===== src/rtl/thread_issue_scheduler_if.sv =====
// ============================================================================
// thread_issue_scheduler_if : spawn / issue / retire / status bundle. Rev 1.0
// ============================================================================
`default_nettype none

interface thread_issue_scheduler_if #(
  parameter int THREADS    = 8,
  parameter int DATA_SLOTS = 8
);
  localparam int TID_W = $clog2(THREADS);
  localparam int DA_W  = $clog2(DATA_SLOTS);

  logic             spawn_valid;
  logic [TID_W-1:0] spawn_id;
  logic [DA_W-1:0]  spawn_data_addr;
  logic             issue_valid;
  logic             issue_ready;
  logic             issue_active;
  logic [TID_W-1:0] issue_id;
  logic [DA_W-1:0]  issue_data_addr;
  logic             retire_valid;
  logic [TID_W-1:0] retire_id;
  logic             retire_halt;
  logic             spawn_err;
  logic             retire_err;
  logic [TID_W:0]   inflight_cnt;
  logic             idle;
  logic [31:0]      issue_count;
  logic [31:0]      stall_count;

  modport master (
    output spawn_valid, spawn_id, spawn_data_addr, issue_ready,
           retire_valid, retire_id, retire_halt,
    input  issue_valid, issue_active, issue_id, issue_data_addr,
           spawn_err, retire_err, inflight_cnt, idle, issue_count, stall_count
  );

  modport slave (
    input  spawn_valid, spawn_id, spawn_data_addr, issue_ready,
           retire_valid, retire_id, retire_halt,
    output issue_valid, issue_active, issue_id, issue_data_addr,
           spawn_err, retire_err, inflight_cnt, idle, issue_count, stall_count
  );
endinterface

`default_nettype wire


===== src/rtl/thread_issue_scheduler.sv =====
// ============================================================================
// thread_issue_scheduler : round-robin thread issue scheduler (perf counters
// under THREAD_SCHED_PERF_EN). Rev 1.0
// ============================================================================
`default_nettype none

module thread_issue_scheduler #(
  parameter int THREADS    = 8,
  parameter int DATA_SLOTS = 8
) (
  input  logic                    clk,
  input  logic                    rst_n,
  thread_issue_scheduler_if.slave sched
);
  localparam int TID_W = $clog2(THREADS);
  localparam int DA_W  = $clog2(DATA_SLOTS);

  localparam logic [1:0] ST_IDLE     = 2'd0;
  localparam logic [1:0] ST_READY    = 2'd1;
  localparam logic [1:0] ST_INFLIGHT = 2'd2;

  logic [1:0]       state      [THREADS];
  logic [1:0]       state_nx   [THREADS];
  logic [DA_W-1:0]  daddr      [THREADS];
  logic [DA_W-1:0]  daddr_nx   [THREADS];
  logic [TID_W-1:0] rr_ptr,    rr_ptr_nx;
  logic             slot_valid, slot_valid_nx;
  logic [TID_W-1:0] slot_id,   slot_id_nx;
  logic [DA_W-1:0]  slot_addr, slot_addr_nx;
  logic             spawn_err_q,  spawn_err_nx;
  logic             retire_err_q, retire_err_nx;
  logic [TID_W:0]   inflight_q,   inflight_nx;

  logic             found;
  logic [TID_W-1:0] idx;
  logic [TID_W-1:0] sel;
  logic             any_busy;

  // State register
  always_ff @(posedge clk or negedge rst_n) begin
    if (!rst_n) begin
      for (int t = 0; t < THREADS; t++) begin
        state[t] <= ST_IDLE;
        daddr[t] <= '0;
      end
      rr_ptr       <= TID_W'(THREADS - 1);
      slot_valid   <= 1'b0;
      slot_id      <= '0;
      slot_addr    <= '0;
      spawn_err_q  <= 1'b0;
      retire_err_q <= 1'b0;
      inflight_q   <= '0;
    end else begin
      for (int t = 0; t < THREADS; t++) begin
        state[t] <= state_nx[t];
        daddr[t] <= daddr_nx[t];
      end
      rr_ptr       <= rr_ptr_nx;
      slot_valid   <= slot_valid_nx;
      slot_id      <= slot_id_nx;
      slot_addr    <= slot_addr_nx;
      spawn_err_q  <= spawn_err_nx;
      retire_err_q <= retire_err_nx;
      inflight_q   <= inflight_nx;
    end
  end

  // Next-state: all decisions look at registered state only, so a spawn or
  // retire at this edge cannot be selected until the following one.
  always_comb begin
    state_nx      = state;
    daddr_nx      = daddr;
    rr_ptr_nx     = rr_ptr;
    slot_valid_nx = slot_valid;
    slot_id_nx    = slot_id;
    slot_addr_nx  = slot_addr;
    spawn_err_nx  = 1'b0;
    retire_err_nx = 1'b0;
    found         = 1'b0;
    idx           = '0;
    sel           = '0;
    inflight_nx   = '0;

    if (sched.retire_valid) begin
      if (state[sched.retire_id] == ST_INFLIGHT) begin
        state_nx[sched.retire_id] = sched.retire_halt ? ST_IDLE : ST_READY;
      end else begin
        retire_err_nx = 1'b1;
      end
    end

    if (sched.spawn_valid) begin
      if (state[sched.spawn_id] == ST_IDLE) begin
        state_nx[sched.spawn_id] = ST_READY;
        daddr_nx[sched.spawn_id] = sched.spawn_data_addr;
      end else begin
        spawn_err_nx = 1'b1;
      end
    end

    if (!slot_valid || sched.issue_ready) begin
      for (int k = 1; k <= THREADS; k++) begin
        idx = rr_ptr + TID_W'(k);
        if (!found && state[idx] == ST_READY) begin
          found = 1'b1;
          sel   = idx;
        end
      end
      slot_valid_nx = found;
      if (found) begin
        slot_id_nx    = sel;
        slot_addr_nx  = daddr[sel];
        state_nx[sel] = ST_INFLIGHT;
        rr_ptr_nx     = sel;
      end
    end

    for (int t = 0; t < THREADS; t++) begin
      if (state_nx[t] == ST_INFLIGHT) begin
        inflight_nx = inflight_nx + (TID_W+1)'(1);
      end
    end
  end

  // Outputs
  always_comb begin
    any_busy = 1'b0;
    for (int t = 0; t < THREADS; t++) begin
      if (state[t] != ST_IDLE) begin
        any_busy = 1'b1;
      end
    end
    sched.issue_valid     = slot_valid;
    sched.issue_active    = slot_valid;
    sched.issue_id        = slot_id;
    sched.issue_data_addr = slot_addr;
    sched.spawn_err       = spawn_err_q;
    sched.retire_err      = retire_err_q;
    sched.inflight_cnt    = inflight_q;
    sched.idle            = !slot_valid && !any_busy;
  end

`ifdef THREAD_SCHED_PERF_EN
  logic [31:0] issue_count_q;
  logic [31:0] stall_count_q;

  always_ff @(posedge clk or negedge rst_n) begin
    if (!rst_n) begin
      issue_count_q <= '0;
      stall_count_q <= '0;
    end else begin
      if (slot_valid && sched.issue_ready && issue_count_q != 32'hFFFF_FFFF) begin
        issue_count_q <= issue_count_q + 32'd1;
      end
      if (slot_valid && !sched.issue_ready && stall_count_q != 32'hFFFF_FFFF) begin
        stall_count_q <= stall_count_q + 32'd1;
      end
    end
  end

  assign sched.issue_count = issue_count_q;
  assign sched.stall_count = stall_count_q;
`else
  assign sched.issue_count = 32'd0;
  assign sched.stall_count = 32'd0;
`endif

endmodule

`default_nettype wire


===== src/flat_wrapper.sv =====
// flat-port wrapper written by rule: the top's interface ports become plain ports
module thread_issue_scheduler_flat 
#(
  parameter int THREADS    = 8,
  parameter int DATA_SLOTS = 8
)
  (clk, rst_n, sched_spawn_valid, sched_spawn_id, sched_spawn_data_addr, sched_issue_ready, sched_retire_valid, sched_retire_id, sched_retire_halt, sched_issue_valid, sched_issue_active, sched_issue_id, sched_issue_data_addr, sched_spawn_err, sched_retire_err, sched_inflight_cnt, sched_idle, sched_issue_count, sched_stall_count);
  thread_issue_scheduler_if #(.THREADS(THREADS), .DATA_SLOTS(DATA_SLOTS)) sched_i ();
  input  logic clk;
  input  logic rst_n;
  input wire logic [$bits(sched_i.spawn_valid)-1:0] sched_spawn_valid;
  input wire logic [$bits(sched_i.spawn_id)-1:0] sched_spawn_id;
  input wire logic [$bits(sched_i.spawn_data_addr)-1:0] sched_spawn_data_addr;
  input wire logic [$bits(sched_i.issue_ready)-1:0] sched_issue_ready;
  input wire logic [$bits(sched_i.retire_valid)-1:0] sched_retire_valid;
  input wire logic [$bits(sched_i.retire_id)-1:0] sched_retire_id;
  input wire logic [$bits(sched_i.retire_halt)-1:0] sched_retire_halt;
  output wire logic [$bits(sched_i.issue_valid)-1:0] sched_issue_valid;
  output wire logic [$bits(sched_i.issue_active)-1:0] sched_issue_active;
  output wire logic [$bits(sched_i.issue_id)-1:0] sched_issue_id;
  output wire logic [$bits(sched_i.issue_data_addr)-1:0] sched_issue_data_addr;
  output wire logic [$bits(sched_i.spawn_err)-1:0] sched_spawn_err;
  output wire logic [$bits(sched_i.retire_err)-1:0] sched_retire_err;
  output wire logic [$bits(sched_i.inflight_cnt)-1:0] sched_inflight_cnt;
  output wire logic [$bits(sched_i.idle)-1:0] sched_idle;
  output wire logic [$bits(sched_i.issue_count)-1:0] sched_issue_count;
  output wire logic [$bits(sched_i.stall_count)-1:0] sched_stall_count;
  assign sched_i.spawn_valid = sched_spawn_valid;
  assign sched_i.spawn_id = sched_spawn_id;
  assign sched_i.spawn_data_addr = sched_spawn_data_addr;
  assign sched_i.issue_ready = sched_issue_ready;
  assign sched_i.retire_valid = sched_retire_valid;
  assign sched_i.retire_id = sched_retire_id;
  assign sched_i.retire_halt = sched_retire_halt;
  assign sched_issue_valid = sched_i.issue_valid;
  assign sched_issue_active = sched_i.issue_active;
  assign sched_issue_id = sched_i.issue_id;
  assign sched_issue_data_addr = sched_i.issue_data_addr;
  assign sched_spawn_err = sched_i.spawn_err;
  assign sched_retire_err = sched_i.retire_err;
  assign sched_inflight_cnt = sched_i.inflight_cnt;
  assign sched_idle = sched_i.idle;
  assign sched_issue_count = sched_i.issue_count;
  assign sched_stall_count = sched_i.stall_count;
  thread_issue_scheduler #(.THREADS(THREADS), .DATA_SLOTS(DATA_SLOTS)) u_core (.clk(clk), .rst_n(rst_n), .sched(sched_i));
endmodule

===== config.mk =====
export PLATFORM = sky130hd
export DESIGN_NAME = thread_issue_scheduler_flat
export DESIGN_NICKNAME = d
export VERILOG_FILES = /design/src/rtl/thread_issue_scheduler_if.sv /design/src/rtl/thread_issue_scheduler.sv /design/src/flat_wrapper.sv
export SDC_FILE = /design/constraint.sdc
export NUM_CORES = 1
export LEC_CHECK = 0
export ABC_CLOCK_PERIOD_IN_PS = 8300
export BUFFER_PORTS_ARGS = -buffer_cell sky130_fd_sc_hd__buf_2
export CAP_MARGIN = 20
export CORE_MARGIN = 2
export CORE_UTILIZATION = 57
export DETAILED_ROUTE_END_ITERATION = 10
export MAX_ROUTING_LAYER = met4
export PLACE_DENSITY = 0.86
export SYNTH_ARGS = -nofsm -noshare
export SYNTH_HDL_FRONTEND = slang
export SYNTH_SLANG_ARGS = --single-unit

===== constraint.sdc =====
create_clock -name clk -period 8.3 [get_ports clk]
set_input_delay 0.415 -clock clk [delete_from_list [all_inputs] [get_ports clk]]
set_output_delay 0.415 -clock clk [all_outputs]
set_load 0.05 [all_outputs]

==> results of run 1 <==
## sequential cells by signal, indices dropped and copies added (netlist names)
signal	flops
u_core.daddr	24
u_core.state	16
u_core.sched.inflight_cnt	4
u_core.rr_ptr	3
u_core.sched.issue_data_addr	3
u_core.sched.issue_id	3
u_core.sched.issue_active	1
u_core.sched.retire_err	1
u_core.sched.spawn_err	1
## layout by cell type, fill, tap and decap left out, types with 11 or more instances in the layout
cell type	instances
a21oi_1	13
inv_1	16
buf_2	29
mux2_2	23
nand2b_1	12
nor2b_1	14
o21ai_0	20
conb_1	64
nand2_1	69
xnor2_1	12
mux4_2	11
mux2i_1	17
nor2_1	37
dfrtp_1	53
## metal layers
layer	track usage	vias to the layer above	share of wire
met5	-	-	0
met4	0.101	0	0.030
met3	0.0326	47	0.080
met2	0.440	258	0.49
met1	0.337	2170	0.40
li1	-	1975	-
## synth_stat cells (5+ instances only)
cell / instances / area [um^2]
nand3_1: 9 / 45.0
nor4b_1: 5 / 43.8
a31oi_1: 8 / 50.1
xnor2_1: 12 / 105
nor2b_1: 14 / 87.6
mux2i_1: 17 / 170
clkbuf_1: 11 / 41.3
nand2_1: 69 / 259
o31ai_1: 6 / 45.0
ha_1: 9 / 113
o211ai_1: 9 / 67.6
xor2_1: 5 / 43.8
nand4_1: 6 / 37.5
mux2_2: 23 / 259
mux4_2: 11 / 248
o22ai_1: 5 / 31.3
nand2b_1: 12 / 75.1
a21oi_1: 13 / 65.1
inv_1: 16 / 60.1
dfrtp_1: 53 / 1330
nor3_1: 9 / 45.0
o21ai_0: 20 / 100
buf_4: 68 / 510
nor2_1: 37 / 139
## through the flow
stage	util	area [um^2]	std cells	hold slack, ns	setup slack, ns
CTS	0.593	5170	688	0.240	0.744
detailed placement	0.583	5080	680	0.459	0.743
global placement	0.583	5080	680	0.454	1.03
finish	0.593	5170	688	0.214	0.671
floorplan	-	5370	626	0.119	1.59
global route	0.593	5170	688	0.272	0.208
## worst register-to-register path: cells and delay by family, from the launching register on
kind / cells / cell delay, ns
buf+inv: 3 / 0.56
flops: 1 / 0.84
mux: 1 / 0.26
fa+ha+maj: 5 / 1.79
xor+xnor: 1 / 0.13
simple gates: 8 / 2.16
compound gates: 8 / 1.77
## kinds of logic (layout without fill, tap and decap cells)
family | count (synthesis) | count (layout)
other | 1 | 64
buffers and inverters | 104 | 58
and+or+nand+nor | 205 | 205
muxes | 54 | 54
xor gates and xnor gates | 20 | 20
DFF | 56 | 56
AOI/OAI and AO/OA | 114 | 114
adders and majority gates | 9 | 9
## final cells by class
| class | count | share of cell area |
|---|---|---|
| Clock buffer | 5 | 0.0133 |
| Clock inverter | 3 | 0.00411 |
| Inverter | 17 | 0.0123 |
| Multi-Input combinational cell | 466 | 0.639 |
| Sequential cell | 56 | 0.272 |
| Tap cell | 108 | 0.0261 |
| Timing Repair Buffer | 33 | 0.0339 |
## worst paths after layout
path                                           from                           end  depth (start not counted)
hold / removal                                rst_n               u_core.daddr[3]                          2
setup reg to reg                   u_core.rr_ptr[0]  u_core.sched.inflight_cnt[1]                         26
hold reg to reg            u_core.sched.issue_id[1]      u_core.sched.issue_id[1]                          1
min in group clk                  sched_spawn_valid        u_core.sched.spawn_err                          2
setup / recovery                   u_core.rr_ptr[0]  u_core.sched.inflight_cnt[1]                         26
max in group asynchronous                     rst_n               u_core.state[9]                          2
==> key figures, run 1 <==
Critical path
  – Flop2flop setup slack: about 0.67 ns
  – Worst Path Required: 8.50 ns
  – Crit path max-delay family: simple AND/OR/NAND/NOR gates
  – Worst Path Arrival: 7.83 ns
  – Startpoint types: register
  – CP bufs+invs: 3
  – Most used cell, CP: ha_1
  – Slowest Stage Delay on Critical Path: 0.84 ns
  – Crit-path slowest cell: dfstp_2
  – Crit. End Element: register
  – Largest fanout on the critical path: 22
  – WS Path Type: reg2reg

Global route
  – Global-route wire length before repair: slightly above 20 mm
  – Pin count of the biggest net entering global routing: 57
  – Total global routing overflow: 0
  – Initial antenna violation count: 0
  – Vias in the first global route: 4187
  – GRT Total Usage: 0.267

Logic synthesis
  – Ys async rst share: 1.00
  – Synthesized cell area: approximately 0.0051 mm^2
  – Syn avg cell area: 9.13 um^2
  – Post-synthesis xor/xnor area fraction: 0.0426
  – Count of different cell masters after synthesis: just under 90
  – Synth Register Bits: 56
  – Simple-gate share of the synthesized area: 0.214
  – Predominant post-synthesis flop cell: dfrtp_1
  – Mux cell area share after synthesis: 0.147
  – Main combinational cell family by area after synthesis: simple AND/OR/NAND/NOR gates
  – Post-synth EDFFs: 0
  – Sequential-to-total area share from yosys stat: 0.274
  – Compound-Gate Fraction of Synth Area: 0.171
  – Syn Inst Count: around 560
  – Post-synthesis adder-cell area fraction: 0.0219
  – YS warnings: 0

STA
  – Period utilization: 0.919
  – Max-slew violation count: 0
  – Endpoints failing setup: 0
  – Worst-margin pin slew: between 0.9 and 1 ns
  – Fmax: approximately 130 MHz
  – Fin. Hold Viols: 0
  – Setup TNS: 0 ns
  – Clock period minus worst slack: between 7 and 8 ns
  – Worst clock skew: between 0.015 and 0.02 ns
  – Relative slew slack: 0.385
  – RSZ-0062 raised after global routing: no

Final layout
  – Layout cell share with drive strength beyond 1: 0.178
  – Sequential Area: roughly 0.0014 mm^2
  – Fill count: around 720
  – Multi-input combinational cell area: approximately 0.0033 mm^2
  – Synthesis-to-layout area growth: 0.658%
  – Diodes inserted: 0
  – Nets: around 600

Routing
  – Pre-antenna DRT Iters: 5
  – Wirelength per Cell: 18.7 um
  – Vias/cell: 6.47
  – Wire length after detailed routing: approximately 13 mm
  – DRT antenna net count: 0
  – Total number of vias: 4450
  – Remaining DRCs: 0
  – First DRT Iteration DRCs: around 350

Clock tree
  – Reg clk slew, reported paths: ~0.11 ns
  – TritonCTS Buffers: 5
  – Htree depth: 2
  – Post-CTS Resized: 0
  – Clk_lat worst skew: 0.32 ns
  – Sink Count: 56
  – Post-CTS setup buffer count: 0
  – CTS max path bufs: 2
  – Hold buffer count at CTS: 0
  – Clk root buf: clkbuf_8
  – CTS tree: built

Die
  – Die Y-Extent: 98.9 um
  – Core Area: 0.00872 mm^2
  – Starting Density: 0.589
  – Die Wd: just under 100 um
  – Rows: 34
  – Die area: between 0.009 and 0.01 mm^2
  – Ports: 94

Place
  – PortBufs: 29
  – Routability congestion estimate: about 1.0
  – Detailed placement HPWL: a little under 10 mm

Flow run
  – Max_cap viols: 0

Hold path
  – Worst hold path class: in2async

Outcome
  – Status: completed
Power of run 1 is not shown: default switching activity piles up to over one toggle a cycle in this logic, so the estimate is an artifact.
==> run 2, diff against run 1 <==
--- a/config.mk
+++ b/config.mk
@@ -8,7 +8,8 @@
 export ABC_CLOCK_PERIOD_IN_PS = 8300
 export BUFFER_PORTS_ARGS = -buffer_cell sky130_fd_sc_hd__buf_2
 export CAP_MARGIN = 20
-export CORE_MARGIN = 2
+export CORE_ASPECT_RATIO = 1.2
+export CORE_MARGIN = 3
 export CORE_UTILIZATION = 57
 export DETAILED_ROUTE_END_ITERATION = 10
 export MAX_ROUTING_LAYER = met4
==> key figures, run 2 (synthesis results as in run 1) <==
STA
  – RSZ-0062 raised after global routing: no
  – Setup TNS: 0 ns
  – Period utilization: 0.931
  – Fin. Hold Viols: 0
  – Relative slew slack: 0.484
  – PnR worst setup slack: 0.569 ns
  – Worst clock skew: ~0.012 ns
  – Clock period minus worst slack: 7.73 ns
  – Max-slew violation count: 0
  – Worst-margin pin slew: ~0.76 ns
  – Endpoints failing setup: 0
  – Fmax: between 100 and 150 MHz

Critical path
  – Crit path max-delay family: simple AND/OR/NAND/NOR gates
  – Worst Path Arrival: about 8.0 ns
  – Worst Path Required: between 8 and 9 ns
  – Crit. End Element: register
  – CP bufs+invs: 3
  – WS Path Type: reg2reg
  – Startpoint types: register
  – Slowest Stage Delay on Critical Path: around 0.85 ns
  – Largest fanout on the critical path: 22
  – Crit-path slowest cell: dfstp_2
  – Most used cell, CP: ha_1

Final layout
  – Top reg by flops: u_core.daddr
  – Max reg flops: 24
  – Fin area: between 0.005 and 0.006 mm^2
  – Commonest non-fill, non-tap cell in the layout: nand2_1
  – Synthesis-to-layout area growth: 1.36%
  – Nets: approximately 600
  – Layout cell share with drive strength beyond 1: 0.178
  – Commonest cells after routing, fill and taps aside: 69 x nand2_1, 64 x conb_1, 53 x dfrtp_1
  – Diodes inserted: 0
  – Final Core Density: 0.602

Clock tree
  – Htree depth: 2
  – Reg clk slew, reported paths: 0.11 ns
  – TritonCTS Buffers: 5
  – Clk_lat worst skew: approximately 0.33 ns
  – Sink Count: 56
  – Hold buffer count at CTS: 0
  – CTS max path bufs: 2
  – CTS tree: built
  – Clk root buf: clkbuf_8

Global route
  – Total global routing overflow: 0
  – GR Util met3: 0.0346
  – Global-route met1 utilization: 0.309
  – Met2 GRT Util: 0.481
  – GRT busiest layer: met2
  – Pin count of the biggest net entering global routing: 57
  – GRT Total Usage: 0.273
  – Vias in the first global route: around 4.4k
  – Global-route wire length before repair: 21.4 mm
  – Initial antenna violation count: 0

Routing
  – Wire length after detailed routing: between 10 and 15 mm
  – First DRT Iteration DRCs: approximately 480
  – Remaining DRCs: 0
  – Wirelength per Cell: roughly 19 um
  – Pre-antenna DRT Iters: 5
  – DRT antenna net count: 0
  – Total number of vias: ~4.5k
  – Vias/cell: 6.47

Die
  – Rows: 37
  – Ports: 94
  – Core Area: approximately 0.0087 mm^2
  – Starting Density: 0.593
  – Die Wd: around 93 um
  – Die Y-Extent: roughly 110 um
  – Die area: a little over 0.01 mm^2

Place
  – PortBufs: 29
  – DP Area: 0.00508 mm^2
  – Worst slack, placed: 0.719 ns
  – Detailed placement HPWL: about 10 mm
  – Routability congestion estimate: 1.04

Flow run
  – Max_cap viols: 0

Hold path
  – Worst hold path class: in2async

Outcome
  – Status: completed
-- run 2: cell types whose count changed in the layout (fill, tap and decap cells not counted) --
cell        change
inv_6           -1
o41ai_2         +1
o41ai_1         -1
bufinv_16       +1
clkinvlp_4      -1
inv_8           +1
buf_4           -1
-- run 2: cell type report --
cell class                 count  area, um^2
tap                          117         146
clock buffer                   5        68.8
clock inverter                 3        46.3
inverter                      17        63.8
timing repair buffer          32         168
sequential                    56        1410
fill                         761        3450
multi-input combinational    466        3310
-- run 2: path summary, 6_finish.rpt --
path,start,to,slack [ns],depth (start not counted)
setup / recovery,u_core.rr_ptr[0],u_core.sched.inflight_cnt[1],0.57,26
hold / removal,rst_n,u_core.daddr[12],0.21,2
max in group asynchronous,rst_n,u_core.daddr[3],7.61,2
hold reg to reg,u_core.daddr[23],u_core.daddr[23],0.48,2
min in group clk,sched_spawn_valid,u_core.sched.spawn_err,0.32,2
setup reg to reg,u_core.rr_ptr[0],u_core.sched.inflight_cnt[1],0.57,26
-- run 2: routing by layer --
layer / up-vias / wire, um
li1: 1975 / -
met1: 2203 / 4890
met2: 266 / 6930
met3: 57 / 1070
met4: 0 / 567
met5: - / 0
-- run 2: stage by stage --
stage,instances,hold slack [ns]
floorplan,626,0.119
global placement,688,0.455
detailed placement,688,0.462
CTS,696,0.231
global route,696,0.256
finish,696,0.214
-- run 2: repair_timing --
action                     CTS  global route
setup buffers                0             0
setup endpoints to repair    0             2
resized for setup            0             1
Power of run 2 is left out for the same reason.
